**config.mk**
```make
export PLATFORM = sky130hd
export DESIGN_NAME = cache_axi_bridge
export DESIGN_NICKNAME = d
export VERILOG_FILES = /design/src/rtl/cache_axi_bridge.sv
export SDC_FILE = /design/constraint.sdc
export NUM_CORES = 1
export LEC_CHECK = 0
export BUFFER_PORTS_ARGS = -buffer_cell sky130_fd_sc_hd__buf_2
export CELL_PAD_IN_SITES_DETAIL_PLACEMENT = 1
export CELL_PAD_IN_SITES_GLOBAL_PLACEMENT = 1
export CORE_ASPECT_RATIO = 0.5
export CORE_MARGIN = 3
export CORE_UTILIZATION = 33
export CTS_CLUSTER_SIZE = 28
export DETAILED_ROUTE_END_ITERATION = 8
export PLACE_DENSITY_LB_ADDON = 0.1
export REMOVE_ABC_BUFFERS = 1
export SETUP_SLACK_MARGIN = 0.3
export SLEW_MARGIN = 20
export SYNTH_ARGS = -nofsm -noshare
export SYNTH_HDL_FRONTEND = slang
export SYNTH_SLANG_ARGS = --single-unit
export TNS_END_PERCENT = 100
```
**constraint.sdc**
```tcl
create_clock -name clk -period 1.65 [get_ports clk]
set_clock_uncertainty 0.15 [all_clocks]
set_input_delay 0.0825 -clock clk [delete_from_list [all_inputs] [get_ports clk]]
set_output_delay 0.0825 -clock clk [all_outputs]
set_load 0.02 [all_outputs]
```
**src/rtl/cache_axi_bridge.sv**
```systemverilog
`default_nettype none
// +----------------------------------------------------------------------------+
// | Module      : cache_axi_bridge                                             |
// | Description : Turns whole-line dcache refill / write-back requests into    |
// |               8-beat AXI INCR bursts and returns a one-cycle grant.        |
// | Revision    : 1.0 - initial release                                        |
// +----------------------------------------------------------------------------+
module cache_axi_bridge #(
  parameter int         LINE_WORDS = 8,
  parameter logic [3:0] AXI_ID     = 4'd0
) (
  input  logic                        clk,
  input  logic                        rst,
  // cache side
  input  logic [31:0]                 axi_addr,
  input  logic                        axi_rd_req,
  input  logic                        axi_wr_req,
  input  logic [LINE_WORDS-1:0][31:0] axi_wr_data,
  output logic                        axi_gnt,
  output logic [LINE_WORDS-1:0][31:0] axi_rd_data,
  output logic                        bus_err,
  // AXI read address
  output logic [3:0]                  arid,
  output logic [31:0]                 araddr,
  output logic [7:0]                  arlen,
  output logic [2:0]                  arsize,
  output logic [1:0]                  arburst,
  output logic                        arvalid,
  input  logic                        arready,
  // AXI write address
  output logic [3:0]                  awid,
  output logic [31:0]                 awaddr,
  output logic [7:0]                  awlen,
  output logic [2:0]                  awsize,
  output logic [1:0]                  awburst,
  output logic                        awvalid,
  input  logic                        awready,
  // AXI read data
  input  logic [31:0]                 rdata,
  input  logic [1:0]                  rresp,
  input  logic                        rlast,
  input  logic                        rvalid,
  output logic                        rready,
  // AXI write data
  output logic [31:0]                 wdata,
  output logic [3:0]                  wstrb,
  output logic                        wlast,
  output logic                        wvalid,
  input  logic                        wready,
  // AXI write response
  input  logic [1:0]                  bresp,
  input  logic                        bvalid,
  output logic                        bready
);

  localparam int              CNT_W       = $clog2(LINE_WORDS);
  localparam logic [CNT_W-1:0] C_LAST     = CNT_W'(LINE_WORDS - 1);
  localparam logic [CNT_W-1:0] C_CNT_ONE  = CNT_W'(1);
  localparam logic [7:0]      C_LEN       = 8'(LINE_WORDS - 1);
  localparam logic [2:0]      C_SIZE      = 3'b010;
  localparam logic [1:0]      C_INCR      = 2'b01;
  localparam logic [31:0]     C_LINE_MASK = 32'hFFFF_FFE0;

  localparam logic [2:0] S_IDLE  = 3'd0;
  localparam logic [2:0] S_RADDR = 3'd1;
  localparam logic [2:0] S_RDATA = 3'd2;
  localparam logic [2:0] S_WADDR = 3'd3;
  localparam logic [2:0] S_WDATA = 3'd4;
  localparam logic [2:0] S_WRESP = 3'd5;
  localparam logic [2:0] S_DONE  = 3'd6;

  logic [2:0]                  r_state;
  logic [2:0]                  w_state_nxt;
  logic [CNT_W-1:0]            r_cnt;
  logic [CNT_W-1:0]            w_cnt_nxt;
  logic [31:0]                 r_addr;
  logic [LINE_WORDS-1:0][31:0] r_line;
  logic [LINE_WORDS-1:0][31:0] r_rd_data;
  logic                        r_err;
  logic                        w_err_nxt;

  logic r_arvalid, r_awvalid, r_wvalid, r_rready, r_bready, r_gnt, r_bus_err;
  logic w_arvalid_nxt, w_awvalid_nxt, w_wvalid_nxt, w_rready_nxt, w_bready_nxt;
  logic w_gnt_nxt, w_bus_err_nxt;
  logic w_ar_hs, w_aw_hs, w_r_hs, w_w_hs, w_b_hs;

  assign w_ar_hs = (r_state == S_RADDR) && r_arvalid && arready;
  assign w_aw_hs = (r_state == S_WADDR) && r_awvalid && awready;
  assign w_r_hs  = (r_state == S_RDATA) && r_rready  && rvalid;
  assign w_w_hs  = (r_state == S_WDATA) && r_wvalid  && wready;
  assign w_b_hs  = (r_state == S_WRESP) && r_bready  && bvalid;

  // State register together with the registered handshake outputs
  always_ff @(posedge clk) begin
    if (rst) begin
      r_state   <= S_IDLE;
      r_arvalid <= 1'b0;
      r_awvalid <= 1'b0;
      r_wvalid  <= 1'b0;
      r_rready  <= 1'b0;
      r_bready  <= 1'b0;
      r_gnt     <= 1'b0;
      r_bus_err <= 1'b0;
    end else begin
      r_state   <= w_state_nxt;
      r_arvalid <= w_arvalid_nxt;
      r_awvalid <= w_awvalid_nxt;
      r_wvalid  <= w_wvalid_nxt;
      r_rready  <= w_rready_nxt;
      r_bready  <= w_bready_nxt;
      r_gnt     <= w_gnt_nxt;
      r_bus_err <= w_bus_err_nxt;
    end
  end

  // Burst completion is counted in beats; rlast only feeds the error flag
  always_comb begin
    w_state_nxt = r_state;
    case (r_state)
      S_IDLE: begin
        if (axi_wr_req)      w_state_nxt = S_WADDR;
        else if (axi_rd_req) w_state_nxt = S_RADDR;
      end
      S_RADDR: if (w_ar_hs) w_state_nxt = S_RDATA;
      S_RDATA: if (w_r_hs && (r_cnt == C_LAST)) w_state_nxt = S_DONE;
      S_WADDR: if (w_aw_hs) w_state_nxt = S_WDATA;
      S_WDATA: if (w_w_hs && (r_cnt == C_LAST)) w_state_nxt = S_WRESP;
      S_WRESP: if (w_b_hs) w_state_nxt = S_DONE;
      S_DONE:  w_state_nxt = S_IDLE;
      default: w_state_nxt = S_IDLE;
    endcase
  end

  always_comb begin
    w_arvalid_nxt = (w_state_nxt == S_RADDR);
    w_awvalid_nxt = (w_state_nxt == S_WADDR);
    w_wvalid_nxt  = (w_state_nxt == S_WDATA);
    w_rready_nxt  = (w_state_nxt == S_RDATA);
    w_bready_nxt  = (w_state_nxt == S_WRESP);
    w_gnt_nxt     = (w_state_nxt == S_DONE);

    w_cnt_nxt = r_cnt;
    if ((r_state == S_RADDR) || (r_state == S_WADDR)) w_cnt_nxt = '0;
    else if (w_r_hs || w_w_hs)                        w_cnt_nxt = r_cnt + C_CNT_ONE;

    w_err_nxt = r_err;
    if (w_r_hs && ((rresp != 2'b00) || (rlast != (r_cnt == C_LAST)))) w_err_nxt = 1'b1;
    if (w_b_hs && (bresp != 2'b00))                                   w_err_nxt = 1'b1;
    if (r_state == S_DONE)                                            w_err_nxt = 1'b0;

    w_bus_err_nxt = w_gnt_nxt && w_err_nxt;
  end

  always_ff @(posedge clk) begin
    if (rst) begin
      r_cnt     <= '0;
      r_err     <= 1'b0;
      r_addr    <= '0;
      r_line    <= '0;
      r_rd_data <= '0;
    end else begin
      r_cnt <= w_cnt_nxt;
      r_err <= w_err_nxt;
      if ((r_state == S_IDLE) && (axi_wr_req || axi_rd_req))
        r_addr <= axi_addr & C_LINE_MASK;
      if ((r_state == S_IDLE) && axi_wr_req)
        r_line <= axi_wr_data;
      // The refilled line is consumed after the grant, so it only moves on R beats
      if (w_r_hs)
        r_rd_data[r_cnt] <= rdata;
    end
  end

  assign axi_gnt     = r_gnt;
  assign bus_err     = r_bus_err;
  assign axi_rd_data = r_rd_data;

  assign arid    = AXI_ID;
  assign araddr  = r_addr;
  assign arlen   = C_LEN;
  assign arsize  = C_SIZE;
  assign arburst = C_INCR;
  assign arvalid = r_arvalid;

  assign awid    = AXI_ID;
  assign awaddr  = r_addr;
  assign awlen   = C_LEN;
  assign awsize  = C_SIZE;
  assign awburst = C_INCR;
  assign awvalid = r_awvalid;

  assign rready  = r_rready;

  assign wdata   = r_line[r_cnt];
  assign wstrb   = 4'hF;
  assign wlast   = (r_state == S_WDATA) && (r_cnt == C_LAST);
  assign wvalid  = r_wvalid;

  assign bready  = r_bready;

endmodule
`default_nettype wire
```
# --- Word level (Yosys, flattened, before mapping) ---
# Cells that the tools add are included.
totals:
  register_bits: 553
  latch_bits: 0
  ram_bits: 0
  romBits: 0
  in_bits: 334
  out_inout_bits: 398
  mem_count: 0
classes:
  addsub: 1
  n_mul: 0
  div: 0
  magnitude_cmp: 2
  n_eq_ne: 14
  shift: 0
  n_mux: 16
  n_bitwise: 0
  n_reduce_logical: 27
op_table:
  columns: ["operator", "count"]
  rows:
  - ["$bwmux 256", 1]
  - ["$bmux 32 s3", 1]
  - ["$demux 32 s3", 1]
  - ["$mux 32", 2]
  - ["$eq 3x3->1 const B", 7]
  - ["$mux 3", 7]
  - ["$logic_and 1x1->1", 19]
  - ["$pmux 3 s6", 1]
  - ["$eq 3x2->1 const B", 4]
  - ["$eq 3x1->1 const B", 2]
  - ["$logic_or 1x1->1", 4]
  - ["$lt 3x4->1 const B", 1]
  - ["$reduce_bool 2->1", 2]
  - ["$add 3x1->3 const B", 1]
  - ["$ge 3x1->1 const B", 1]
  - ["$logic_not 3->1", 1]
  - ["$mux 1", 3]
  - ["$reduce_or 2->1", 1]
  - ["$ne 1x1->1", 1]

# --- Longest topological paths before layout ---
# Gate-level depths: netlist of the first run.
depth:
  ltp_word: 8
  mapped_depth: 8
  mapped_depth_nobuf: 6

# --- Least setup slack after synthesis of the first run ---
# OpenSTA, ideal clock, no wires.
synth_timing:
  kind: "flip-flop to output port"
  from: "register r_cnt[0]"
  to: "output wdata[10]"
  arrival_ps: 1718
  required_time_ps: 1417
  slack_ps: -300
  path_stages_with_launch: 7
  path_cell_list: "dfxtp_1 buf_2 buf_2 buf_2 buf_2 a221oi_1 o21ai_0"
synth_via:
  elab_chain_len: 2
synth_lines:
  columns: ["item", "line_no", "rtl"]
  rows:
  - ["start: declaration", "74", "logic [CNT_W-1:0] r_cnt;"]
  - ["start signal: assignment", "162", "r_cnt <= w_cnt_nxt;"]
  - ["$bmux 32 s3", "194", "assign wdata = r_line[r_cnt];"]
  - ["$mux 32 (implied by the code)", "194", null]
  - ["end: declaration", "45", "output logic [31:0] wdata,"]
# Every way passes these cells. The select of a mux whose other input is x is not followed.

# --- Worst setup path in the final report of the first run ---
layout_timing:
  from: "register r_cnt[0]"
  to: "output wdata[27]"
# The elaborated chain is that of the path after synthesis.

==> qor.txt, run 1 <==
total track usage: 0.267
initial core utilization: 0.337
max-cap violations: 0
final instance area: 0.0361 mm^2
final core occ: 0.549
Post-synth EDFFs: 0
Clock Sinks: 553
die area: 0.0704 mm^2
area taken by multi-input logic gates: 0.0113 mm^2
CTS Buf Count: 55
Switching Power: 9.78 mW
CORE AREA: 0.0657 mm^2
violated checks: setup timing
sw frac: 0.287
Layout area overhead: 62.9%
GPL Wtd Cong: 0.814
async set-reset flop share out of synthesis: 0
CP max FO: 6
combinational power share: 0.193
unrepaired setup endpoints after global routing: yes
clock group share of total power: 0.386
CTS Buffer Depth: 3
cell taking the most area after synthesis: dfxtp_1
Slew headroom: 0.557
Warnings, synthesis: 0
register bit total from synthesis: 553
TritonCTS clock tree: yes
TritonRoute pass-1 iters: 6
Top Ports: 732
Max Freq: 390 MHz
synthesized area: 0.0221 mm^2
Tcrit/Tclk final: 1.55
outcome: complete, but fails checks
vias in the first global route: 24100
first-pass GRT wire length: 145000 um
cell-internal power: 24.3 mW
placed cells: 4179
largest net degree at the start of global routing: 99
crit path DAT: 2330 ps
FF+latch area: 0.0111 mm^2
type of the worst setup path: reg -> out
Crit. End Element: output pin
final wirelength: 112000 um
htree depth: 2
DIE WIDTH: 372 um
Iter 0 DRT Violations: 1155
fraction of layout cells with a size suffix above 1: 0.377
Peak VDD IR: 0.676 mV
Final Setup Violations: 583
dpl hpwl: 59700 um
Yosys cell types: 59
CP required: 1420 ps
Final Critical Period: 2560 ps
clk slew on worst S/H paths: 70 ps
DRC: 0
DP Area: 0.0267 mm^2
hold slack: 34.1 ps
fin worst setup slack: -912 ps
initial antenna violation count: 8
top cell type's share of synthesized area: 0.500
later-pin clock latency in the skew report: 610 ps
Final ANT Viol Nets: 0
DR WL/cell: 23.6 um
Hold WC Path Type: in -> reg
Via density: 5.10
Synth area leaders: dfxtp_1 50%, nand2_1 19%, a21oi_1 12%, buf_4 3.7%, mux4_2 3.7%
CTS Root Cell: clkbuf_16
row cnt: 66
register area share after synthesis: 0.500
Vias: 24100
final-stage net count: 4130
post-route setup TNS: -187480 ps
Top FF cell, synth: dfxtp_1
Fill cells: 7529
Hold Violations, Final: 0
leakage power: 15.2 nW
cells after synthesis: 2754
Port Buffers: 678
cell area power density: 944 mW/mm^2
crit start category: register
GR Overflow Total: 0
fin cells: 4732
Die Y: 189 um
Slew Limit Fails: 0
share of power burned in registers: 0.421
mean area per synthesized cell: 8.04 um^2
Worst Tran Pin Value: 665 ps
[layout make-up]
type / count / share of cell area
Antenna cell: 11 / 0.000763
Clock buffer: 79 / 0.0437
Clock inverter: 21 / 0.00617
Inverter: 3 / 0.000312
Multi-Input combinational cell: 1921 / 0.312
Sequential cell: 553 / 0.307
Tap cell: 884 / 0.0307
Timing Repair Buffer: 1260 / 0.299
[final timing paths]
kind               startpoint          endpoint  slack [ps]  depth (start not counted)
max                  r_cnt[0]         wdata[27]        -910                          5
min                    rvalid             r_err          30                          5
max reg2reg          r_cnt[1]  axi_rd_data[134]        -540                         12
min reg2reg  axi_rd_data[198]  axi_rd_data[198]         300                          2
[worst max-delay path, stage by stage (launching register included)]
cell and delay (ps):
dfxtp_4 420, buf_8 150, clkbuf_16 170, mux4_2 520
mux2_4 310, buf_6 140
[logic make-up (layout without fill, tap and decap cells)]
logic type               after synthesis  count (layout)  synth area share
AO/OA/AOI/OAI                        613             613             0.147
other                                  2              59          0.000339
multiplexers                          83              83            0.0594
XOR/XNOR                               1               1          0.000396
buffers and inverters                326            1363            0.0830
adder cells (fa/ha/maj)                2               2           0.00113
AND/OR/NAND/NOR                     1174            1174             0.209
flip-flops                           553             553             0.500
[per-stage QoR]
| stage | setup WS, ps | power, mW |
|---|---|---|
| global route | -978 | 35.3 |
| finish | -912 | 34.1 |
| CTS | -879 | 32.4 |
| detailed placement | -461 | 18.3 |
| global placement | -487 | 18.2 |
| floorplan | -6680 | 16.4 |
[Yosys cell counts (all sizes together), types with 2 or more instances]
library cell	instances
nand2	1099
dfxtp	553
a21oi	550
buf	212
clkbuf	111
mux4	36
mux2	28
mux2i	19
nor2	19
o21ai	11
a22o	10
nor2b	10
a221oi	9
a211oi	7
nand3	7
and4	5
nand4	5
nor3	5
a22oi	4
o221ai	4
o2bb2ai	4
a31oi	3
and4b	3
inv	3
nor3b	3
nor4b	3
o211ai	3
and2	2
and3	2
conb	2
ha	2
nand4b	2
nor4	2
or2	2
or4	2
[placed cells by master (no fill, tap or decap), drive strengths merged, types with 14 or more instances in the layout]
master       synthesis  routed
a21oi              550     550
buf                212     902
clkbuf             111     106
clkinv               0      14
conb                 2      48
dfxtp              553     553
dlygate4sd3          0     328
mux2                28      28
mux2i               19      19
mux4                36      36
nand2             1099    1099
nor2                19      19
[registers in the layout, summed over array words and instances (netlist names), 3 cells and up]
register     cells
r_cnt            3
araddr          27
r_state          3
axi_rd_data    256
r_line         256
[power groups by stage]
| stage | clock network (mW) | registers (mW) | logic, mW |
|---|---|---|---|
| floorplan | 0 | 14.7 | 1.73 |
| finish | 13.1 | 14.3 | 6.59 |
| CTS | 13.2 | 14.3 | 4.92 |
| global placement | 0 | 14.5 | 3.65 |
| global route | 14.0 | 14.4 | 6.95 |
| detailed placement | 0 | 14.5 | 3.70 |
[what timing repair did]
action,4_1_cts,5_1_grt
hold buffers,328,0
setup buffers,21,35
cloned,21,37
pin swaps,66,171
endpoints found under the hold margin,553,0
resized for setup,186,468
endpoints found under the setup margin,900,903
[routing by layer]
metal	routed length, um	track usage	up-vias
met5	0	0	-
met4	6690	0.138	0
met3	4900	0.0380	354
met2	56200	0.481	797
met1	43900	0.306	12000
li1	-	-	11000
No activity file was read; power rests on OpenSTA's default activity.
==> run 2: changes to the inputs <==
Settings changed: CORE_UTILIZATION 33 to 34, CTS_BUF_LIST from default to sky130_fd_sc_hd__clkbuf_2 sky130_fd_sc_hd__clkbuf_4 sky130_fd_sc_hd__clkbuf_8.
==> run 2 against run 1 <==
  * The run ends with hold timing, setup timing left
  * Sequential share of layout area is 0.41 points lower
  * Worst setup slack got worse by 90 ps
  * Critical path type unchanged
  * Global-route usage increased by 1.9 points
  * Routed wire length up 1.0%
  * Non-clock buffer count rose by 36
  * Largest power group unchanged
  * Fmax down 3.4%
  * Cell area increased by 1.4%
==> qor.txt, run 2 (synthesis gave the netlist of run 1 again) <==
GR Overflow Total: 0 (unchanged)
outcome: complete, but fails checks (unchanged)
Hold Buf Count CTS: 339 (was 328)
unrepaired setup endpoints after global routing: yes (unchanged)
DR WL/cell: 23.5 um (was 23.6 um)
Iter 0 DRT Violations: 1233 (was 1155)
commonest non-fill, non-tap cells in the layout: 963 x nand2_1, 648 x buf_2, 549 x dfxtp_1 (was 970 x nand2_1, 648 x buf_2, 548 x dfxtp_1)
CTS Root Cell: clkbuf_8 (was clkbuf_16)
placed cells: 4175 (was 4179)
most common cell after layout, fill and taps aside: nand2_1 (unchanged)
Place WS: -284 ps (was -461 ps)
initial antenna violation count: 14 (was 8)
clk slew on worst S/H paths: 70 ps (about the same)
CTS Buf Count: 84 (was 55)
final-stage net count: 4195 (was 4130)
Pwr Total: 32.9 mW (was 34.1 mW)
Final ANT Viol Nets: 0 (unchanged)
worst reg2reg path depth: 10 (was 12)
Final Setup Violations: 566 (was 583)
HP Start: rvalid (unchanged)
Via density: 5.10 (about the same)
CP required: 1420 ps (about the same)
CP max stage delay: 470 ps (was 520 ps)
first-pass GRT wire length: 152000 um (was 145000 um)
CORE AREA: 0.0638 mm^2 (was 0.0657 mm^2)
htree depth: 3 (was 2)
Max Freq: 377 MHz (was 390 MHz)
dpl hpwl: 59100 um (was 59700 um)
crit path DAT: 2420 ps (was 2330 ps)
die area: 0.0684 mm^2 (was 0.0704 mm^2)
Endpoint, Worst Hold: r_err (unchanged)
Slew Limit Fails: 0 (unchanged)
largest net degree at the start of global routing: 85 (was 99)
worst path cell trace: buf_12 -> clkbuf_16 -> buf_4 -> mux2i_1 -> nor2_1 -> a211oi_2 -> o21ai_2 -> buf_6 (was buf_8 -> clkbuf_16 -> mux4_2 -> mux2_4 -> buf_6)
violated checks: hold timing, setup timing (was setup timing)
R2R Path Start: r_cnt[1] (unchanged)
Layout area overhead: 65.2% (was 62.9%)
max-cap violations: 0 (unchanged)
Crit. End Element: output pin (unchanged)
total track usage: 0.286 (was 0.267)
CP max FO: 7 (was 6)
final wirelength: 113000 um (was 112000 um)
GPL Wtd Cong: 0.816 (was 0.814)
hold slack: -11.8 ps (was 34.1 ps)
Port Buffers: 678 (unchanged)
fraction of layout cells with a size suffix above 1: 0.387 (was 0.377)
TritonRoute pass-1 iters: 7 (was 6)
row cnt: 65 (was 66)
TritonCTS clock tree: yes (unchanged)
Clock Sinks: 553 (unchanged)
DIE WIDTH: 367 um (was 372 um)
type of the worst setup path: reg -> out (unchanged)
Die Y: 186 um (was 189 um)
slowest CP cell: dfxtp_4 (was mux4_2)
Vias: 24500 (was 24100)
Peak VDD IR: 0.466 mV (was 0.676 mV)
DRC: 0 (unchanged)
Top Ports: 732 (unchanged)
hold path depth: 5 (unchanged)
cell area power density: 899 mW/mm^2 (was 944 mW/mm^2)
CTS Buffer Depth: 3 (unchanged)
Tcrit/Tclk final: 1.61 (was 1.55)
crit start category: register (unchanged)
Hold Violations, Final: 2 (was 0)
Hold WC Path Type: in -> reg (unchanged)
leakage power: 15.3 nW (was 15.2 nW)
R2R Setup Slk: -730 ps (was -540 ps)
Final Critical Period: 2650 ps (was 2560 ps)
fin cells: 4806 (was 4732)
fin worst setup slack: -1000 ps (was -912 ps)
vias in the first global route: 25400 (was 24100)
initial core utilization: 0.347 (was 0.337)
capture point of the worst reg-to-reg path: axi_rd_data[52] (was axi_rd_data[134])
later-pin clock latency in the skew report: 660 ps (was 610 ps)
run 2: changes by cell type in the layout (fill, tap and decap cells not counted), moves of 7 or more:
cell,previous run,this run
clkbuf_1,14,0
nand2_1,970,963
dlygate4sd3_1,328,339
buf_6,53,71
nand2_2,28,41
buf_8,13,5
a21oi_2,181,141
clkbuf_4,0,27
clkbuf_8,9,108
clkbuf_16,83,28
o21ai_2,1,8
a21oi_1,368,408
run 2: layer usage:
metal	up-vias	GRT usage	part of all wire
met5	-	0	0.00012
met4	2	0.149	0.059
met3	368	0.0399	0.035
met2	774	0.527	0.51
met1	12200	0.321	0.39
li1	11200	-	-
run 2: final cells by class:
cell class,instances,area (um^2)
Clock inverter,11,145
Antenna cell,16,40.0
Tap cell,871,1090
Sequential cell,553,11100
Multi-Input combinational cell,1921,11200
Inverter,3,11.3
Timing Repair Buffer,1296,11300
Clock buffer,135,1690
Fill cell,7503,27200
run 2: per-stage QoR:
stage	hold WS [ps]	utilization	instance area (um^2)	setup TNS (ps)
finish	-11.8	0.574	36600	-219920
global route	-40.8	0.573	36600	-245500
CTS	-42.2	0.530	33800	-158600
detailed placement	180	0.420	26800	-86280
global placement	174	0.420	26800	-66160
floorplan	1.57	-	20500	-2430400
run 2: what timing repair did:
action                                  4_1_cts  5_1_grt
endpoints found under the hold margin       553        1
gates cloned                                 31       30
setup buffers                                32       37
pin swaps                                    25      214
endpoints found under the setup margin      903      903
gates resized for setup                     183      443
run 2: critical path: cells and delay by family (launching register included):
kind | cells | cell delay (ps)
buffers and inverters | 4 | 590
DFF | 1 | 470
AOI/OAI and AO/OA | 2 | 380
and+or+nand+nor | 1 | 90
muxes | 1 | 230
run 2: how the worst max path moves through the flow:
stage | startpoint | to | slack [ps] | cells past startpoint
2_1_floorplan | r_state[2] | r_line[0] | -6680 | 4
3_3_place_gp | r_cnt[1] | axi_rd_data[41] | -250 | 5
3_5_place_dp | r_cnt[1] | axi_rd_data[46] | -280 | 5
4_1_cts | r_cnt[0] | wdata[30] | -940 | 8
5_1_grt | r_cnt[1] | wdata[7] | -1070 | 8
6_report | r_cnt[1] | wdata[7] | -1000 | 8
run 2: where the power goes:
group	switching [mW]	leakage (nW)	total, mW	internal (mW)
sequential	0.392	4.50	14.3	13.9
combinational	3.06	9.85	5.76	2.71
clock	5.82	0.964	12.8	6.95
